<file path="config.mk">
export PLATFORM = sky130hd
export DESIGN_NAME = i2c_bit_ctrl
export DESIGN_NICKNAME = d
export VERILOG_FILES = /design/src/rtl/i2c_bit_ctrl.sv
export SDC_FILE = /design/constraint.sdc
export NUM_CORES = 1
export LEC_CHECK = 0
export ABC_AREA = 0
export CORE_MARGIN = 4
export CORE_UTILIZATION = 50
export DETAILED_ROUTE_END_ITERATION = 10
export HOLD_SLACK_MARGIN = 0.03
export MAX_ROUTING_LAYER = met4
export PLACE_DENSITY_LB_ADDON = 0.08
export SYNTH_ARGS = -nofsm -noshare
export SYNTH_HDL_FRONTEND = slang
export SYNTH_SLANG_ARGS = --single-unit
</file>
<file path="constraint.sdc">
create_clock -name CLK -period 2.11 [get_ports CLK]
set_clock_uncertainty 0.15 [all_clocks]
set_input_delay 0.3165 -clock CLK [delete_from_list [all_inputs] [get_ports CLK]]
set_output_delay 0.3165 -clock CLK [all_outputs]
set_load 0.01 [all_outputs]
</file>
<file path="src/rtl/i2c_bit_ctrl.sv">
// I2C master bit engine: executes START/WRITE/READ/STOP one at a time, aligned to
// the edges of the free-running scl_gen square wave; drives open-drain enables.
module i2c_bit_ctrl #(
  parameter int unsigned HOLD_CYC = 10,
  parameter int unsigned MID_CYC  = 1250
) (
  input  logic       CLK,
  input  logic       rst,
  input  logic       scl_gen,
  input  logic       cmd_valid,
  output logic       cmd_ready,
  input  logic [1:0] cmd,
  input  logic [7:0] wr_data,
  input  logic       rd_nack,
  output logic       rsp_valid,
  output logic [7:0] rd_data,
  output logic       ack_rx,
  output logic       err,
  output logic       busy,
  input  logic       sda_in,
  output logic       sda_oe,
  output logic       scl_oe
);

  typedef enum logic [2:0] {IDLE, START_A, START_B, BIT, STOP_A, STOP_B} state_e;
  typedef enum logic [1:0] {CMD_START = 2'd0, CMD_WRITE = 2'd1,
                            CMD_READ  = 2'd2, CMD_STOP  = 2'd3} cmd_e;

  localparam logic [11:0] HOLD_LAST = 12'(HOLD_CYC - 1);
  localparam logic [11:0] MID_LAST  = 12'(MID_CYC - 1);

  state_e      state_q, state_d;
  cmd_e        cmd_q, cmd_d;
  logic        scl_q;
  logic [11:0] cnt_q, cnt_d;
  logic        pend_q, pend_d;
  logic [7:0]  sh_q, sh_d;
  logic        nack_q, nack_d;
  logic [3:0]  bit_q, bit_d;
  logic        samp_q, samp_d;
  logic        sda_q, sda_d;
  logic        scl_oe_q, scl_oe_d;
  logic        busy_q, busy_d;
  logic        rsp_q, rsp_d;
  logic        err_q, err_d;
  logic        ack_q, ack_d;
  logic [7:0]  rdat_q, rdat_d;
  logic        rdy_q, rdy_d;

  logic rise, fall, hold_hit, mid_hit, accept;

  assign rise     = scl_gen & ~scl_q;
  assign fall     = ~scl_gen & scl_q;
  // An edge in the same cycle as a threshold wins: the action is skipped.
  assign hold_hit = ~rise & ~fall & (cnt_q == HOLD_LAST);
  assign mid_hit  = ~rise & ~fall & (cnt_q == MID_LAST);
  assign accept   = cmd_valid & rdy_q;

  always_comb begin
    state_d  = state_q;
    cmd_d    = cmd_q;
    pend_d   = pend_q;
    sh_d     = sh_q;
    nack_d   = nack_q;
    bit_d    = bit_q;
    samp_d   = samp_q;
    sda_d    = sda_q;
    busy_d   = busy_q;
    rsp_d    = 1'b0;
    err_d    = err_q;
    ack_d    = ack_q;
    rdat_d   = rdat_q;
    scl_oe_d = 1'b0;
    rdy_d    = 1'b0;
    cnt_d    = (rise || fall) ? '0 : ((cnt_q == '1) ? cnt_q : cnt_q + 12'd1);

    unique case (state_q)
      IDLE: begin
        if (accept) begin
          if (cmd_e'(cmd) != CMD_START && !busy_q) begin
            rsp_d = 1'b1;
            err_d = 1'b1;
          end else begin
            pend_d = 1'b1;
            cmd_d  = cmd_e'(cmd);
            sh_d   = wr_data;
            nack_d = rd_nack;
          end
        end else if (pend_q) begin
          // A fresh START aligns to a rise; everything else aligns to a fall.
          if (cmd_q == CMD_START && !busy_q) begin
            if (rise) begin
              state_d = START_A;
              pend_d  = 1'b0;
            end
          end else if (fall) begin
            pend_d = 1'b0;
            bit_d  = '0;
            unique case (cmd_q)
              CMD_START: state_d = START_B;
              CMD_STOP:  state_d = STOP_A;
              default:   state_d = BIT;
            endcase
          end
        end
      end
      START_A: begin
        if (fall) begin
          state_d = IDLE;
          rsp_d   = 1'b1;
          err_d   = 1'b0;
        end else if (mid_hit) begin
          sda_d  = 1'b1;
          busy_d = 1'b1;
        end
      end
      START_B: begin
        if (rise) state_d = START_A;
        else if (hold_hit) sda_d = 1'b0;
      end
      BIT: begin
        if (fall) begin
          if (bit_q == 4'd8) begin
            state_d = IDLE;
            rsp_d   = 1'b1;
            err_d   = 1'b0;
            if (cmd_q == CMD_READ) rdat_d = sh_q;
            else                   ack_d  = samp_q;
          end else begin
            bit_d = bit_q + 4'd1;
          end
        end else if (rise) begin
          if (bit_q == 4'd8) samp_d = sda_in;
          else               sh_d   = {sh_q[6:0], sda_in};
        end else if (hold_hit) begin
          if (cmd_q == CMD_WRITE) sda_d = (bit_q < 4'd8) ? ~sh_q[7] : 1'b0;
          else                    sda_d = (bit_q < 4'd8) ? 1'b0 : ~nack_q;
        end
      end
      STOP_A: begin
        if (rise) state_d = STOP_B;
        else if (hold_hit) sda_d = 1'b1;
      end
      STOP_B: begin
        if (mid_hit) begin
          sda_d   = 1'b0;
          busy_d  = 1'b0;
          state_d = IDLE;
          rsp_d   = 1'b1;
          err_d   = 1'b0;
        end
      end
      default: state_d = IDLE;
    endcase

    // SCL held low while owning the bus between commands; follows scl_gen while clocking.
    if (!busy_d || state_d == STOP_B)            scl_oe_d = 1'b0;
    else if (state_d == IDLE || state_d == STOP_A) scl_oe_d = 1'b1;
    else                                          scl_oe_d = ~scl_gen;

    rdy_d = (state_d == IDLE) && !pend_d && !rsp_d;
  end

  always_ff @(posedge CLK) begin
    scl_q <= scl_gen;
    if (rst) begin
      state_q  <= IDLE;
      cmd_q    <= CMD_START;
      cnt_q    <= '0;
      pend_q   <= 1'b0;
      sh_q     <= '0;
      nack_q   <= 1'b0;
      bit_q    <= '0;
      samp_q   <= 1'b0;
      sda_q    <= 1'b0;
      scl_oe_q <= 1'b0;
      busy_q   <= 1'b0;
      rsp_q    <= 1'b0;
      err_q    <= 1'b0;
      ack_q    <= 1'b0;
      rdat_q   <= '0;
      rdy_q    <= 1'b0;
    end else begin
      state_q  <= state_d;
      cmd_q    <= cmd_d;
      cnt_q    <= cnt_d;
      pend_q   <= pend_d;
      sh_q     <= sh_d;
      nack_q   <= nack_d;
      bit_q    <= bit_d;
      samp_q   <= samp_d;
      sda_q    <= sda_d;
      scl_oe_q <= scl_oe_d;
      busy_q   <= busy_d;
      rsp_q    <= rsp_d;
      err_q    <= err_d;
      ack_q    <= ack_d;
      rdat_q   <= rdat_d;
      rdy_q    <= rdy_d;
    end
  end

  assign cmd_ready = rdy_q;
  assign rsp_valid = rsp_q;
  assign rd_data   = rdat_q;
  assign ack_rx    = ack_q;
  assign err       = err_q;
  assign busy      = busy_q;
  assign sda_oe    = sda_q;
  assign scl_oe    = scl_oe_q;

endmodule
</file>
After elaboration in Yosys (flattened, before gate mapping)
Index checks and enable logic that the tools add are counted.
{ "totals": {"regBits": 48, "inputBits": 16} }
{ "op_classes": {"n_addsub": 2, "n_lt_le_gt_ge": 1, "n_eq_ne": 36, "muxes": 64, "bitwise": 14, "reduce_logical": 28} }
{ "ops": {"columns": ["operator", "n"], "rows": [
  ["!= test 2 bit, second input constant", 22],
  ["2-to-1 mux 8 bit", 5],
  ["2-to-1 mux 1 bit", 35],
  ["2-to-1 mux 3 bit", 10],
  ["2-to-1 mux 4 bit", 6],
  ["case mux 3 bit (6 select lines)", 1],
  ["case mux 8 bit (2 select lines)", 1],
  ["AND reduction 7 bit", 2],
  ["adder 12 x 1 -> 12 bit, second input constant", 1],
  ["equality test 12 x 11 -> 1 bit, second input constant", 1],
  ["equality test 12 bit, second input constant", 1],
  ["equality test 12 x 4 -> 1 bit, second input constant", 1],
  ["equality test 3 bit, second input constant", 4],
  ["AND reduction 4 bit", 3],
  ["AND reduction 11 bit", 1],
  ["inverter 1 bit", 8],
  ["case mux 1 bit (4 select lines)", 2],
  ["case mux 4 bit (2 select lines)", 1],
  ["bitwise AND 1 bit", 6],
  ["equality test 3 x 2 -> 1 bit, second input constant", 2],
  ["zero test 3 bit", 2],
  ["case mux 3 bit (2 select lines)", 1],
  ["AND reduction 6 bit", 1],
  ["case mux 1 bit (5 select lines)", 1],
  ["other kinds (16)", 27]
]} }

Depth between registers and ports, before layout
Gate-level depths: netlist of run 1.
{ "logic_depth": {"ltp_word": 11, "depth_mapped": 8, "depth_no_buf": 7} }

Worst setup path before layout of run 1
No wires, ideal clock.
{ "synth_path": {"kind": "input to register", "from": "input port scl_gen", "to": "register scl_oe_q, in the netlist scl_oe", "setup_ns": 0.103, "arrival_time_ns": 1.864, "path_slack_ns": -0.007, "path_stages": 7, "path_cell_list": "inv_1 > ha_1 > and4bb_1 > nand4_2 > a22o_1 > a2111o_1 > a2111oi_2"} }
{ "synth_via": {"elab_chain_len": 11, "elab_cells_between_ends": 29, "classes_between": "eq/ne (2); mux (15); bitwise (7); reduce/logical (5)"} }
{ "synth_rtl": {"columns": ["element", "line", "source"], "rows": [
  ["start: declaration", "9", "input logic scl_gen,"],
  ["branches (longest 11 deep; another with case mux 3 bit (6 select lines))", null, null],
  ["end signal: assignment", "193", "scl_oe_q <= scl_oe_d;"],
  ["end: declaration", "42", "logic scl_oe_q, scl_oe_d;"]
]} }
Parallel ways; which one is timed is not known.
A chain may end at the register's enable or synchronous reset.

Worst setup path after layout of run 1
{ "layout_path": {"from": "register scl_q", "to": "register scl_oe_q, in the netlist scl_oe"} }
{ "layout_via": {"elab_chain_len": 11, "elab_cells_between_ends": 29, "classes_between": "eq/ne (2); mux (15); bitwise (7); reduce/logical (5)"} }
{ "layout_rtl": {"columns": ["element", "line", "source"], "rows": [
  ["start: declaration", "34", "logic scl_q;"],
  ["start signal: assignment", "165", "scl_q <= scl_gen;"],
  ["branches (longest 11 deep; another with case mux 3 bit (6 select lines))", null, null]
]} }
Parallel ways; which one is timed is not known.

==> results of run 1 <==
==> where the power goes <==
group          internal (mW)  switching, mW
Combinational         0.0776         0.0671
Clock                  0.418          0.306
Sequential             0.922         0.0135
Total                   1.42          0.386
==> critical path: cells and delay by family (launching register included) <==
kind / cells / cell delay, ns
and+or+nand+nor: 2 / 0.35
adders and majority gates: 1 / 0.25
AOI/OAI and AO/OA: 3 / 0.87
DFF: 1 / 0.34
==> sequential cells by signal, summed over array words and instances, names as in the netlist, 2 cells and up <==
| name | flops |
|---|---|
| cmd_q | 2 |
| state_q | 3 |
| sh_q | 8 |
| rd_data | 8 |
| bit_q | 4 |
| cnt_q | 12 |
==> final timing paths <==
kind	to	slack [ns]	depth (start not counted)	start
worst max-delay path	scl_oe	0.04	6	scl_q
worst max register to register	scl_oe	0.04	6	scl_q
worst min register to register	err	0.31	2	err
worst min-delay path	scl_q	0.27	2	scl_gen
==> logic make-up (layout without fill, tap and decap cells) <==
kind of cell    count (synthesis)  after routing  share of synthesized area (%)
buf+inv                        24             81                          4.730
simple gates                  112            112                          25.06
fa+ha+maj                      10             10                          5.033
xor+xnor                       10             10                          3.523
compound gates                 48             48                          14.09
flops                          48             48                          38.65
mux                            22             22                          8.908
==> layout make-up <==
class / count / area (sq um)
tap: 67 / 83.83
multi-input combinational: 202 / 1456
fill: 394 / 1549
clock inverter: 1 / 30.03
clock buffer: 7 / 96.34
sequential: 48 / 965.9
timing repair buffer: 60 / 524.3
inverter: 13 / 48.80
==> per-stage QoR <==
| stage | power (mW) | hold slack [ns] | cells | setup TNS (ns) | util, % |
|---|---|---|---|---|---|
| CTS | 1.815 | 0.2287 | 398 | -0.01267 | 66.61 |
| finish | 1.804 | 0.2713 | 398 | 0 | 67.42 |
| detailed placement | 1.098 | 0.2995 | 389 | -5.873 | 63.50 |
| global route | 1.883 | 0.2894 | 398 | -0.07149 | 67.42 |
| global placement | 1.095 | 0.2924 | 389 | -5.208 | 63.50 |
| floorplan | 1.025 | 0.1942 | 274 | 0 | - |
==> cell usage after synthesis, drive strengths merged, types with 3 or more instances <==
cell type | count | share of area (%)
a211oi | 12 | 3.6
a21boi | 3 | 0.91
a21oi | 12 | 2.4
and2b | 3 | 1.1
and4 | 3 | 1.2
buf | 5 | 1.5
clkbuf | 6 | 1.3
dfxtp | 48 | 39
ha | 10 | 5.0
inv | 13 | 2.0
mux2i | 21 | 8.5
nand2 | 12 | 1.8
nand2b | 3 | 0.75
nand3 | 9 | 1.8
nand4 | 8 | 2.3
nor2 | 39 | 5.9
nor2b | 7 | 1.8
nor3 | 7 | 2.1
nor4 | 4 | 1.0
o21ai | 4 | 0.96
or3 | 5 | 1.3
xnor2 | 9 | 3.2
==> layout by cell type (no fill, tap or decap), drive strengths merged, types with 2 or more instances in the layout <==
master,instances
dfxtp,48
nor2,39
buf,30
clkdlybuf4s50,29
mux2i,21
inv,13
nand2,12
a211oi,12
a21oi,12
ha,10
xnor2,9
nand3,9
nand4,8
nor2b,7
clkbuf,7
nor3,7
or3,5
nor4,4
o21ai,4
nand2b,3
and2b,3
and4,3
a21boi,3
nand3b,2
a21o,2
and2,2
a31oi,2
a22o,2
and3,2
and3b,2
==> what timing repair did <==
action,4_1_cts,5_1_grt
endpoints found under the setup margin,5,9
resized for setup,4,11
pin swaps,4,6
buffers inserted,1,0
hold buffers,0,0
==> routing by layer <==
layer	track usage (%)	vias up	share of wire, %
met3	3.555	10	4.1
met4	7.517	0	1.5
met2	31.15	43	48
met5	-	-	0
met1	24.89	968	46
li1	-	1086	-
==> impl_summary.log, run 1 <==
[metrics] synthesized net count: 300
[metrics] setup slack after placement: -0.4885 ns
[metrics] Die X-Extent: 78.52 um
[metrics] worst slew slack as a fraction of its limit: 68.43%
[metrics] post-layout instance area: 3206 sq um
[metrics] instance area after placement: 3019 sq um
[metrics] unrepaired setup endpoints after global routing: true
[metrics] Async S/R FF share, synth: 0%
[metrics] Post-Synthesis Mean Instance Area: 9.073 sq um
[metrics] power density over the cells: 562.8 nW/um^2
[metrics] portion of the post-synthesis area used by sequential elements: 38.65%
[metrics] setup ws final: 0.04000 ns
[metrics] total number of nets in the final design: 356
[metrics] CP startpoint kind: flop
[metrics] length of the first detailed-routing pass in iterations: 4
[metrics] number of maximum-capacitance violations: 0
[metrics] global-route wire length before repair: 9.349 mm
[metrics] fraction of layout instances using a drive strength above 1: 20.24%
[metrics] number of routed nets with antenna violations: 0
[metrics] DP HPWL: 4.036 mm
[metrics] delay of the slowest critical-path stage: 0.34 ns
[metrics] wire per inst: 13.57 um
[metrics] cells traversed along the worst timing path: ha_4 -> and4bb_1 -> nand4_2 -> a22o_1 -> a2111o_1 -> a2111oi_2
[metrics] row count: 25
[metrics] I/O pin count: 31
[metrics] outcome: complete, no violations
[metrics] number of warnings reported in the yosys synthesis log: 0
[metrics] ANT cells: 0
[metrics] number of distinct library cells after synthesis: 57
[metrics] critical path data arrival time: 2.12 ns
[metrics] endpoints failing hold: 0
[metrics] number of buffers created by CTS: 5
[metrics] portion of the clock cycle consumed by the worst path in the final layout: 98.10%
[metrics] leakage dissipation: 1.302 nW
[metrics] maximum VDD drop: 0.4470 mV
[metrics] clock sink count: 48
[metrics] initial cell density of the core: 52.29%
[metrics] Die Area: 6165 sq um
[metrics] clock transition at the register clock pins on the worst setup and hold paths after CTS: 0.09 ns
[metrics] antenna violations before repair: 0
[metrics] final-report setup violation count: 0
[metrics] required time at the worst-slack endpoint: 2.16 ns
[metrics] Syn-to-layout area delta: 28.94%
[metrics] vias per std cell: 5.294
[metrics] transition at the pin with the smallest max-transition slack: 0.4736 ns
[metrics] gpl congestion: 0.8102
[metrics] number of DRC markers after the initial detailed-route iteration: 80
[metrics] critical setup path kind: reg2reg
[metrics] post-synthesis cell area: 2486 sq um
[metrics] core box area: 4755 sq um
[metrics] maximum operating frequency: 483.1 MHz
[metrics] number of enable-type register cells in the synthesized netlist: 0
[metrics] Synth Flop Type: sky130_fd_sc_hd__dfxtp_1
[metrics] Final Routed Wirelength: 5.401 mm
[metrics] clock tree from TritonCTS: built
[metrics] total of buffers placed on input and output ports: 30
[metrics] slowest CP cell: sky130_fd_sc_hd__dfxtp_2
[metrics] vias: 2107
[metrics] cell at the root of the clock tree: sky130_fd_sc_hd__clkbuf_8
[metrics] die span in y: 78.52 um
[metrics] number of global-route vias before repair: 1983
[metrics] largest net degree at the start of global routing: 21
[metrics] GRT Util Overall: 19.65%
[metrics] Seq cells post-synth: 48
[metrics] total count of max-transition violations in the final report: 0
[metrics] worst-case clock buffer depth: 2
[metrics] largest fanout of any net on the critical path: 3
[metrics] class of the most critical hold timing path: in2reg
[metrics] clock insertion delay at the later pin of the skew report: 0.30 ns
[metrics] CTS H-tree lvls: 2
[metrics] crit path time final: 2.070 ns
[metrics] endpoint class of the critical path: flop
[metrics] DRC violation count after routing: 0
[metrics] Post-Synthesis Cells: 274
[metrics] sum of overflow across all layers after global routing: 0
(Power assumes the default switching activity.)
==> run 2: changes to the inputs <==
SETUP_SLACK_MARGIN = 0.5   (was not set)
==> run 2 against run 1 <==
Compared with the run above:
- clock-buffer cell count decreased by 2
- first-iteration DRC count increased by 78%
- clock power decreased by 5.1%
- hold slack got worse by 0.019 ns
- worst setup slack got worse by 0.19 ns
- the flow now finishes with violations (negative setup slack)
- combinational power increased by 70%
- sequential power about the same
==> impl_summary.log, run 2 (synthesis gave the netlist of run 1 again) <==
[metrics] smallest hold slack: 0.2521 ns (-0.01915 ns)
[metrics] Hold Crit Depth: 3 (+1)
[metrics] Combinational Power Share: 13.2% (+5.2 points)
[metrics] unrepaired setup endpoints after global routing: true
[metrics] global-route wire length before repair: 11.86 mm (+27%)
[metrics] crit-path leading delay family: simple AND/OR/NAND/NOR gates
[metrics] setup slack after placement: -0.5545 ns (-0.06593 ns)
[metrics] hold_sp: scl_gen
[metrics] total number of nets in the final design: 413 (+16%)
[metrics] required time at the worst-slack endpoint: 2.16 ns (about the same)
[metrics] largest net degree at the start of global routing: 22 (+4.8%)
[metrics] worst-case reg-to-reg path depth: 8 (+2)
[metrics] crit path time final: 2.261 ns (+0.1912 ns)
[metrics] endpoint of the worst-slack reg-to-reg timing path: sda_oe
[metrics] wire per inst: 19.10 um (+41%)
[metrics] worst slew slack as a fraction of its limit: 60.85% (-7.6 points)
[metrics] fraction of layout instances using a drive strength above 1: 51.03% (+31 points)
[metrics] CP startpoint kind: flop
[metrics] R2R setup slack: -0.15 ns (-0.19 ns)
[metrics] leakage dissipation: 1.819 nW (+40%)
[metrics] highest routed metal layer: met4
[metrics] clock insertion delay at the later pin of the skew report: 0.30 ns (about the same)
[metrics] GRT Util Overall: 24.96% (+5.3 points)
[metrics] total count of max-transition violations in the final report: 0 (unchanged)
[metrics] total of fill cells in the finished design: 208 (-47%)
[metrics] clock sink count: 48 (unchanged)
[metrics] critical setup path kind: reg2reg
[metrics] maximum operating frequency: 442.2 MHz (-8.5%)
[metrics] die span in y: 78.52 um (unchanged)
[metrics] Final Routed Wirelength: 8.692 mm (+61%)
[metrics] DP HPWL: 3.954 mm (-2.0%)
[metrics] clock tree from TritonCTS: built
[metrics] largest fanout of any net on the critical path: 3 (unchanged)
[metrics] net switching share of the total power: 24.59% (+3.2 points)
[metrics] instance count after placement with tap cells included: 388 (-0.26%)
[metrics] length of the first detailed-routing pass in iterations: 4 (unchanged)
[metrics] Die Area: 6165 sq um (unchanged)
[metrics] class of the most critical hold timing path: in2reg
[metrics] net switching power: 459.1 uW (+19%)
[metrics] power density over the cells: 444.5 nW/um^2 (-21%)
[metrics] outcome: finished, violations left
[metrics] Die X-Extent: 78.52 um (unchanged)
[metrics] final-report setup violation count: 6 (+6)
[metrics] worst-case clock buffer depth: 2 (unchanged)
[metrics] register with the most flip-flops: cnt_q
[metrics] WL met3: 435 um (+96%)
[metrics] CTS H-tree lvls: 2 (unchanged)
[metrics] initial cell density of the core: 52.29% (unchanged)
[metrics] share of power burned in the clock network: 36.8% (-3.3 points)
[metrics] failing checks: negative setup slack
[metrics] number of maximum-capacitance violations: 0 (unchanged)
[metrics] internal power: 1.408 mW (-0.68%)
[metrics] gpl congestion: 0.8899 (+9.8%)
[metrics] transition at the pin with the smallest max-transition slack: 0.5873 ns (+0.1137 ns)
[metrics] total of buffers placed on input and output ports: 30 (unchanged)
[metrics] cell at the root of the clock tree: sky130_fd_sc_hd__clkbuf_8
[metrics] number of hold-repair buffers added at the cts stage: 0 (unchanged)
[metrics] cells traversed along the worst timing path: ha_4 -> and4bb_1 -> buf_4 -> buf_6 -> nand4_1 -> o22ai_1 -> a221oi_2 -> mux2_4
[metrics] max reg flops: 12 (unchanged)
[metrics] setup ws final: -0.1512 ns (-0.1912 ns)
[metrics] clock transition at the register clock pins on the worst setup and hold paths after CTS: 0.09 ns (about the same)
[metrics] number of DRC markers after the initial detailed-route iteration: 142 (+78%)
[metrics] critical path data arrival time: 2.31 ns (+0.19 ns)
[metrics] number of buffers created by CTS: 5 (unchanged)
[metrics] share of total power in sequential cells: 50.0% (-1.8 points)
[metrics] instance area after placement: 3129 sq um (+3.6%)
[metrics] end point of the most critical hold path: scl_q
[metrics] number of global-route vias before repair: 2421 (+22%)
[metrics] delay of the slowest critical-path stage: 0.35 ns (about the same)
[metrics] antenna violations before repair: 0 (unchanged)
[metrics] overall power consumption: 1.867 mW (+3.5%)
[metrics] ANT cells: 0 (unchanged)
[metrics] portion of the clock cycle consumed by the worst path in the final layout: 107.2% (+9.1 points)
[metrics] slowest CP cell: sky130_fd_sc_hd__dfxtp_2
[metrics] DRC violation count after routing: 0 (unchanged)
[metrics] maximum VDD drop: 0.5183 mV (+16%)
[metrics] worst r2r src: scl_q
[metrics] most frequent cells in the layout: sky130_fd_sc_hd__buf_4, sky130_fd_sc_hd__dfxtp_1, sky130_fd_sc_hd__buf_6
[metrics] non-filler cells, final: 455 (+14%)
[metrics] vias: 2599 (+23%)
[metrics] sum of overflow across all layers after global routing: 0 (unchanged)
[metrics] most common library cell in the layout ignoring fill and taps: sky130_fd_sc_hd__buf_4
[metrics] Fin Setup TNS: -0.4129 ns (-0.4129 ns)
[metrics] routed wl met2: 4.468 mm (+73%)
[metrics] core box area: 4755 sq um (unchanged)
[metrics] WL met1: 3.477 mm (+39%)
[metrics] Syn-to-layout area delta: 68.95%
[metrics] endpoints failing hold: 0 (unchanged)
[metrics] I/O pin count: 31 (unchanged)
[metrics] final standard cell utilization of the core: 88.34% (+21 points)
[metrics] number of routed nets with antenna violations: 0 (unchanged)
[metrics] endpoint class of the critical path: flop
[metrics] post-layout instance area: 4200 sq um (+31%)
[metrics] buffers plus inverters on the worst setup path: 2 (+2)
[metrics] vias per std cell: 5.712 (+7.9%)
[metrics] row count: 25 (unchanged)
==> run 2: changes by cell type in the layout (fill, tap and decap cells not counted), moves of 7 or more <==
| cell | change |
|---|---|
| sky130_fd_sc_hd__buf_6 | +30 |
| sky130_fd_sc_hd__inv_1 | -7 |
| sky130_fd_sc_hd__dfxtp_1 | -8 |
| sky130_fd_sc_hd__a211oi_1 | -10 |
| sky130_fd_sc_hd__nor2_4 | +7 |
| sky130_fd_sc_hd__a211oi_2 | +10 |
| sky130_fd_sc_hd__clkdlybuf4s50_1 | -15 |
| sky130_fd_sc_hd__buf_4 | +22 |
| sky130_fd_sc_hd__dlygate4sd2_1 | +14 |
| sky130_fd_sc_hd__nor2_1 | -10 |
==> run 2: worst register-to-register path: stages, from the launching register on <==
cell and delay, ns:
sky130_fd_sc_hd__dfxtp_2 0.35, sky130_fd_sc_hd__ha_4 0.26, sky130_fd_sc_hd__and4bb_1 0.26, sky130_fd_sc_hd__buf_4 0.14, sky130_fd_sc_hd__buf_6 0.09, sky130_fd_sc_hd__nand4_1 0.20, sky130_fd_sc_hd__o22ai_1 0.30, sky130_fd_sc_hd__a221oi_2 0.11
sky130_fd_sc_hd__mux2_4 0.31
==> run 2: metal layers <==
layer / vias up / track usage, %
li1: 1202 / -
met1: 1271 / 30.07
met2: 94 / 41.85
met3: 32 / 3.784
met4: 0 / 9.965
met5: - / -
==> run 2: worst max-delay path by stage <==
stage                   from  endpoint  slack, ns  cells past startpoint
floorplan            scl_gen    scl_oe       0.14                      7
global placement     scl_gen    scl_oe      -0.52                      9
detailed placement   scl_gen    scl_oe      -0.55                      9
CTS                    scl_q    scl_oe      -0.04                      6
global route        cnt_q[1]    sda_oe      -0.19                      9
finish                 scl_q    sda_oe      -0.15                      8
==> run 2: layout make-up <==
class	count	area, sq um	share of cell area, %
Clock buffer	5	68.82	1.638
Tap cell	67	83.83	1.996
Inverter	13	63.81	1.519
Multi-Input combinational cell	202	1868	44.47
Sequential cell	48	985.9	23.47
Timing Repair Buffer	117	1085	25.83
Clock inverter	3	45.04	1.072
==> run 2: what timing repair did <==
action	4_1_cts	5_1_grt
cloned	2	0
pin swaps	34	41
gates resized for setup	99	47
setup buffers	30	27
setup endpoints to repair	58	47
endpoints found under the hold margin	0	0
==> run 2: power by group through the flow <==
stage | Clock [mW] | Combinational, mW | Sequential (mW)
finish | 0.687 | 0.247 | 0.933
global route | 0.728 | 0.261 | 0.936
CTS | 0.692 | 0.194 | 0.930
detailed placement | 0 | 0.153 | 0.956
global placement | 0 | 0.152 | 0.956
floorplan | 0 | 0.0794 | 0.956
